### src/rtl/serial_sub_pkg.sv
// Shared types and sizing helpers for the bit-serial subtractor.
// Used by serial_subtractor (optional ovf output enabled by SERIAL_SUB_OVF_EN).
package serial_sub_pkg;

  typedef enum logic [1:0] {
    IDLE  = 2'd0,
    SHIFT = 2'd1,
    DONE  = 2'd2
  } state_t;

  localparam int DEFAULT_WIDTH = 8;
  localparam int CNT_W         = $clog2(DEFAULT_WIDTH + 1);

  // Counter width for an arbitrary operand width (WIDTH is a module parameter).
  function automatic int cnt_width(input int width);
    return $clog2(width + 1);
  endfunction

endpackage

### src/rtl/full_subtractor.sv
// One-bit full subtractor cell: d = a - b - bin, bout = borrow out.
module full_subtractor (
  input  logic a,
  input  logic b,
  input  logic bin,
  output logic d,
  output logic bout
);

  assign d    = a ^ b ^ bin;
  assign bout = (~a & b) | (~(a ^ b) & bin);

endmodule

### src/rtl/serial_subtractor.sv
// Bit-serial subtractor: diff = A - B - bin, one bit per clock, LSB first.
// Define SERIAL_SUB_OVF_EN to add the signed-overflow output ovf.
//
// Handshake: start is sampled only while busy==0 (IDLE or DONE state); an
// accepted start captures A/B/bin, busy is high for exactly WIDTH cycles, then
// done pulses for one cycle with diff/bout (and ovf) valid and held until the
// next operation's done.
import serial_sub_pkg::*;

module serial_subtractor #(
  parameter int WIDTH = 8
) (
  input  logic             clk,
  input  logic             rst,
  input  logic             start,
  input  logic [WIDTH-1:0] A,
  input  logic [WIDTH-1:0] B,
  input  logic             bin,
  output logic             busy,
  output logic             done,
  output logic [WIDTH-1:0] diff,
  output logic             bout,
`ifdef SERIAL_SUB_OVF_EN
  output logic             ovf,
`endif
  output logic [1:0]       state_dbg
);

  localparam int CW = cnt_width(WIDTH);
  localparam logic [CW-1:0] CNT_LAST = CW'(WIDTH - 1);

  state_t state, state_next;

  logic [WIDTH-1:0] a_sr, b_sr;
  logic             br;
  logic [WIDTH-2:0] diff_sr;
  logic [WIDTH-1:0] diff_sr_next;
  logic [CW-1:0]    cnt;

  logic load, step, last;
  logic fs_d, fs_bout;

`ifdef SERIAL_SUB_OVF_EN
  logic a_msb, b_msb;
`endif

  full_subtractor u_cell (
    .a    (a_sr[0]),
    .b    (b_sr[0]),
    .bin  (br),
    .d    (fs_d),
    .bout (fs_bout)
  );

  // The newest bit lands in the MSB; the oldest falls off the LSB end, so the
  // stored part only needs WIDTH-1 bits.
  assign diff_sr_next = {fs_d, diff_sr};

  always_ff @(posedge clk) begin
    if (rst) state <= IDLE;
    else     state <= state_next;
  end

  always_comb begin
    state_next = state;
    load       = 1'b0;
    step       = 1'b0;
    last       = 1'b0;
    case (state)
      IDLE, DONE: begin
        if (start) begin
          load       = 1'b1;
          state_next = SHIFT;
        end else begin
          state_next = IDLE;
        end
      end
      SHIFT: begin
        step = 1'b1;
        if (cnt == CNT_LAST) begin
          last       = 1'b1;
          state_next = DONE;
        end
      end
      default: state_next = IDLE;
    endcase
  end

  always_ff @(posedge clk) begin
    if (rst) begin
      a_sr    <= '0;
      b_sr    <= '0;
      br      <= 1'b0;
      diff_sr <= '0;
      cnt     <= '0;
      diff    <= '0;
      bout    <= 1'b0;
`ifdef SERIAL_SUB_OVF_EN
      a_msb   <= 1'b0;
      b_msb   <= 1'b0;
      ovf     <= 1'b0;
`endif
    end else if (load) begin
      a_sr  <= A;
      b_sr  <= B;
      br    <= bin;
      cnt   <= '0;
`ifdef SERIAL_SUB_OVF_EN
      a_msb <= A[WIDTH-1];
      b_msb <= B[WIDTH-1];
`endif
    end else if (step) begin
      a_sr    <= a_sr >> 1;
      b_sr    <= b_sr >> 1;
      br      <= fs_bout;
      diff_sr <= diff_sr_next[WIDTH-1:1];
      cnt     <= cnt + CW'(1);
      if (last) begin
        diff <= diff_sr_next;
        bout <= fs_bout;
`ifdef SERIAL_SUB_OVF_EN
        ovf  <= (a_msb != b_msb) && (fs_d != a_msb);
`endif
      end
    end
  end

  assign busy      = (state == SHIFT);
  assign done      = (state == DONE);
  assign state_dbg = state;

endmodule
### config.mk
export PLATFORM = sky130hd
export DESIGN_NAME = serial_subtractor
export DESIGN_NICKNAME = d
export VERILOG_FILES = /design/src/rtl/serial_sub_pkg.sv /design/src/rtl/full_subtractor.sv /design/src/rtl/serial_subtractor.sv
export SDC_FILE = /design/constraint.sdc
export NUM_CORES = 1
export LEC_CHECK = 0
export ABC_AREA = 1
export CAP_MARGIN = 20
export CORE_MARGIN = 3
export CORE_UTILIZATION = 51
export CTS_CLUSTER_DIAMETER = 60
export DETAILED_ROUTE_END_ITERATION = 10
export PLACE_DENSITY = 0.86
export SLEW_MARGIN = 20
export SYNTH_ARGS = -nofsm -noshare
export SYNTH_HDL_FRONTEND = slang
export SYNTH_SLANG_ARGS = --single-unit
### constraint.sdc
create_clock -name clk -period 1.4 [get_ports clk]
set_input_delay 0.35 -clock clk [delete_from_list [all_inputs] [get_ports clk]]
set_output_delay 0.35 -clock clk [all_outputs]
set_load 0.005 [all_outputs]
# Word-level counts from Yosys, hierarchy flattened
# Index checks and enable logic that the tools add are counted.
# word_totals
elab_cells	41
reg_bits	39
input_bits	20
# op_classes
n_mux	14
eq_ne	4
addsub	1
reduce_logical	6
bitwise_logic	8
# ops
operator	count
$mux W8	4
$mux W1	8
$add A4 B1 Y4 const B	1
$eq A4 B3 Y1 const B	1
$pmux W2 S2	1
$reduce_or A2 Y1	2
$not A1 Y1	3
$reduce_and A3 Y1	1
$and A1 B1 Y1	2
$eq A2 B1 Y1 const B	1
$eq A2 B2 Y1 const B	1
$logic_not A2 Y1	1
$mux W2	1
$ne A2 B1 Y1 const B	1
$reduce_and A2 Y1	1
$reduce_bool A2 Y1	1
$xor A1 B1 Y1	2
$or A1 B1 Y1	1

# Longest topological paths before layout
# logic_depth
ltp_word	6
mapped_depth	8
mapped_depth_nobuf	7

# Modules after synthesis
# Synthesis repeated with hierarchy kept, for this count alone.
# unflattened
cells_unflattened	241
hier_area_um2	1799.2
# by_module_without_submodules
module	seq_area_each_um2	area_each_um2	instances	cells_per_inst
serial_subtractor	780.7	1767.9	1	237
full_subtractor	0.0	31.3	1	4

# Worst setup path before layout
# OpenSTA, ideal clock, no wires.
# synth_timing
path_kind	register -> output
from	register state[0] (netlist: state_dbg[0])
to	output busy
n_path_buf	2
path_stages_with_launch	5
slack_ns	0.243
arrival_ns	0.807
t_required_ns	1.050
path_cell_list	dfxtp_1 buf_4 inv_4 nor2_4 buf_6
# synth_via
elab_chain_len	1
# synth_rtl
element	line_no	text
start: declaration	serial_subtractor.sv:32	state_t state, state_next;
start signal: assignment	serial_subtractor.sv:61	else state <= state_next;
$eq A2 B1 Y1	serial_subtractor.sv:128	assign busy = (state == SHIFT);
end: declaration	serial_subtractor.sv:19	output logic busy,
# No other way between the ends.

# Worst setup path after layout
# layout_timing
from	register state[0] (netlist: state_dbg[0])
to	output done
# layout_via
elab_chain_len	1
# layout_rtl
element	line_no	text
$eq A2 B2 Y1	serial_subtractor.sv:129	assign done = (state == DONE);
end: declaration	serial_subtractor.sv:20	output logic done,
# No other way between the ends.

==> qor.yml <==
synth:
  syn_area_mm2: 0.00181
  syn-instance-count: 242
  synth_edf_count: 0
  synth.largest_area_cell: "dfxtp_1"
  synthArstFlopShare_pct: 0
  yosysSeqAreaShare_pct: 43.0
  synth.distinct_cells: 27
  ys_seq_elements: 39
  postSynthAreaPerCell_um2: 7.50
  synth_top_cell_area_share_pct: 43.0
  synth_ff_type: "dfxtp_1"
  synth_common_cells: "nand3_1 (64), dfxtp_1 (39), nand2_1 (35)"
  syn_nets: 264
  yosysWarnings: 0
  synth.area.top_cells: "dfxtp_1 (43%), nand3_1 (18%), nand2_1 (7.2%), nor2_1 (5.2%), inv_1 (4.8%)"
  yosysMostFrequentCell: "nand3_1"
sta:
  layout_setup_ws_ns: -0.0314
  max_slew_margin_pct: 82.9
  setup_viol: 2
  rsz0062_at_grt: "true"
  whs_ns: 0.472
  final-hold-violation-count: 0
  fmax_ghz: 0.699
  min_period_ns: 1.43
  slew_viol_final: 0
  finalCritPeriodShare_pct: 102
  worst_pin_slew_ns: 0.256
  tns_ns: -0.0404
  skew_ns: 0.0128
global_route:
  grt_pass1_wl_mm: 6.82
  grt_util_all_layers_pct: 20.4
  top_usage_layer: "met2"
  grt_pass1_vias: 1544
  met3_usage_pct: 5.30
  grt_use_met1_pct: 25.2
  antenna_found_initial: 0
  grt_max_degree: 25
  use_met2_pct: 32.9
  grt_overflow: 0
floorplanning:
  fp.dieW_um: 65.6
  dieArea_mm2: 0.00431
  num_rows: 21
  dieHeight_um: 65.6
  core_area_mm2: 0.00339
  num_io_pins: 33
  start_util_pct: 53.5
cts:
  cts-hold-fix-buffers: 0
  tritoncts: "yes"
  insertion_delay_ns: 0.35
  cts_buffer_depth: 2
  clockRootBuffer: "clkbuf_4"
  cts-buffers-inserted: 5
  htreeDepth: 2
  path_clk_slew_ns: 0.13
  cts.sinks: 39
worst_setup_path:
  arrival_ns: 1.08
  required_ns: 1.05
  path_class: "flop to output port"
  path_cells: "buf_4 -> nor2_4 -> buf_2"
  cpPeakStageDelay_ns: 0.38
  crit_path_max_fanout: 3
  endpoint_kind: "output port"
  worst_setup_path_start_kind: "flop"
  crit_slowest_cell: "dfxtp_4"
  critical_path_buf_inv_count: 2
  cpLargestDelayFamily: "flip-flops"
power:
  power_mw: 2.36
  power_density_mw_per_mm2: 1000
  p_leak_nw: 1.09
  vdd_ir_drop_max_mv: 0.681
finish:
  nets: 308
  area_delta_synth_final_pct: 29.8
  n_antenna_cell: 0
  fin_util_pct: 69.5
  final.fill_count: 262
  drive_gt1_share_pct: 20.6
placed_design:
  io_buffers: 32
  dp_hpwl_mm: 2.54
  pre_cts_ws_ns: -0.0596
  gp_congestion: 0.809
routing:
  num_vias: 1713
  wirelength_mm: 3.95
  drc: 0
  drt_pass1_iterations: 4
  antenna_left: 0
  first_iter_violations: 121
  wl_per_cell_um: 11.9
  avgViaCountPerCell: 5.14
worst_hold_path:
  hold_path.class: "flop to flop"
outcome:
  violations: "negative setup slack"
  status: "finished with violations"
job:
  max-cap-violations: 0
## sequential cells by signal (all words and copies together) (netlist names)
name,count
a_sr,8
bout,1
diff,8
b_sr,8
state_dbg,2
diff_sr,7
br,1
cnt,4
## what timing repair did
action                     CTS  global route
buffers inserted             4             0
setup endpoints to repair   13            34
gates cloned                 0             1
resized for setup           40             7
## layer usage
metal,up-vias,share of wire (%)
li1,873,-
met1,776,43
met2,59,50
met3,5,6.2
met4,0,1.3
met5,-,0
## placed cells by master (no fill, tap or decap), drive strengths merged
cell           count
bufinv             1
buf               23
ha                 1
clkbuf             6
clkinv             2
nand2             41
clkdlybuf4s50     19
inv               25
dlygate4sd2        9
dfxtp             39
fa                 1
o21ai              7
nand3             66
xor2               1
a21oi             19
nor2              27
## cell families after synthesis
family / Yosys count / synth area share, %
AND/OR/NAND/NOR: 133 / 34.9
buffers and inverters: 41 / 12.0
flip-flops: 39 / 43.0
AO/OA/AOI/OAI: 26 / 7.79
adder cells (fa/ha/maj): 2 / 1.79
XOR/XNOR: 1 / 0.483
## report_power, final
group          internal [mW]  total, mW  switching (mW)  leakage (nW)
Clock                  0.376      0.769           0.394        0.0452
Combinational          0.187      0.389           0.202         0.716
Sequential              1.16       1.20          0.0354         0.325
## area by class of cell
class / count / area (µm²) / area share [%]
multi-input combinational: 163 / 838 / 35.6
sequential: 39 / 800 / 34.0
timing repair buffer: 52 / 479 / 20.4
inverter: 25 / 98.8 / 4.20
tap: 46 / 57.6 / 2.44
clock inverter: 3 / 43.8 / 1.86
clock buffer: 5 / 37.5 / 1.59
## metrics by stage
step,cell area [µm²],instances
3_5_place_dp,2220,321
2_1_floorplan,1810,242
5_1_grt,2350,333
3_3_place_gp,2220,321
6_report,2350,333
4_1_cts,2340,333
## worst register-to-register path: cells and delay by family (launching register included)
family,cells,cell delay (ns)
AOI/OAI and AO/OA,1,0.13
buffers and inverters,4,0.62
DFF,1,0.38
and+or+nand+nor,2,0.19
## path summary, 6_finish.rpt
path	slack [ns]	cells past startpoint	endpoint	startpoint
max reg2reg	0	7	diff_sr[6]$_SDFFE_PP0P_	state_dbg[1]$_SDFFE_PP0P_
min	0.47	2	diff[2]$_SDFFE_PP0P_	diff[2]$_SDFFE_PP0P_
min reg2reg	0.47	2	diff[2]$_SDFFE_PP0P_	diff[2]$_SDFFE_PP0P_
max	-0.03	3	done	state_dbg[0]$_SDFFE_PP0P_
(Power assumes the default switching activity.)
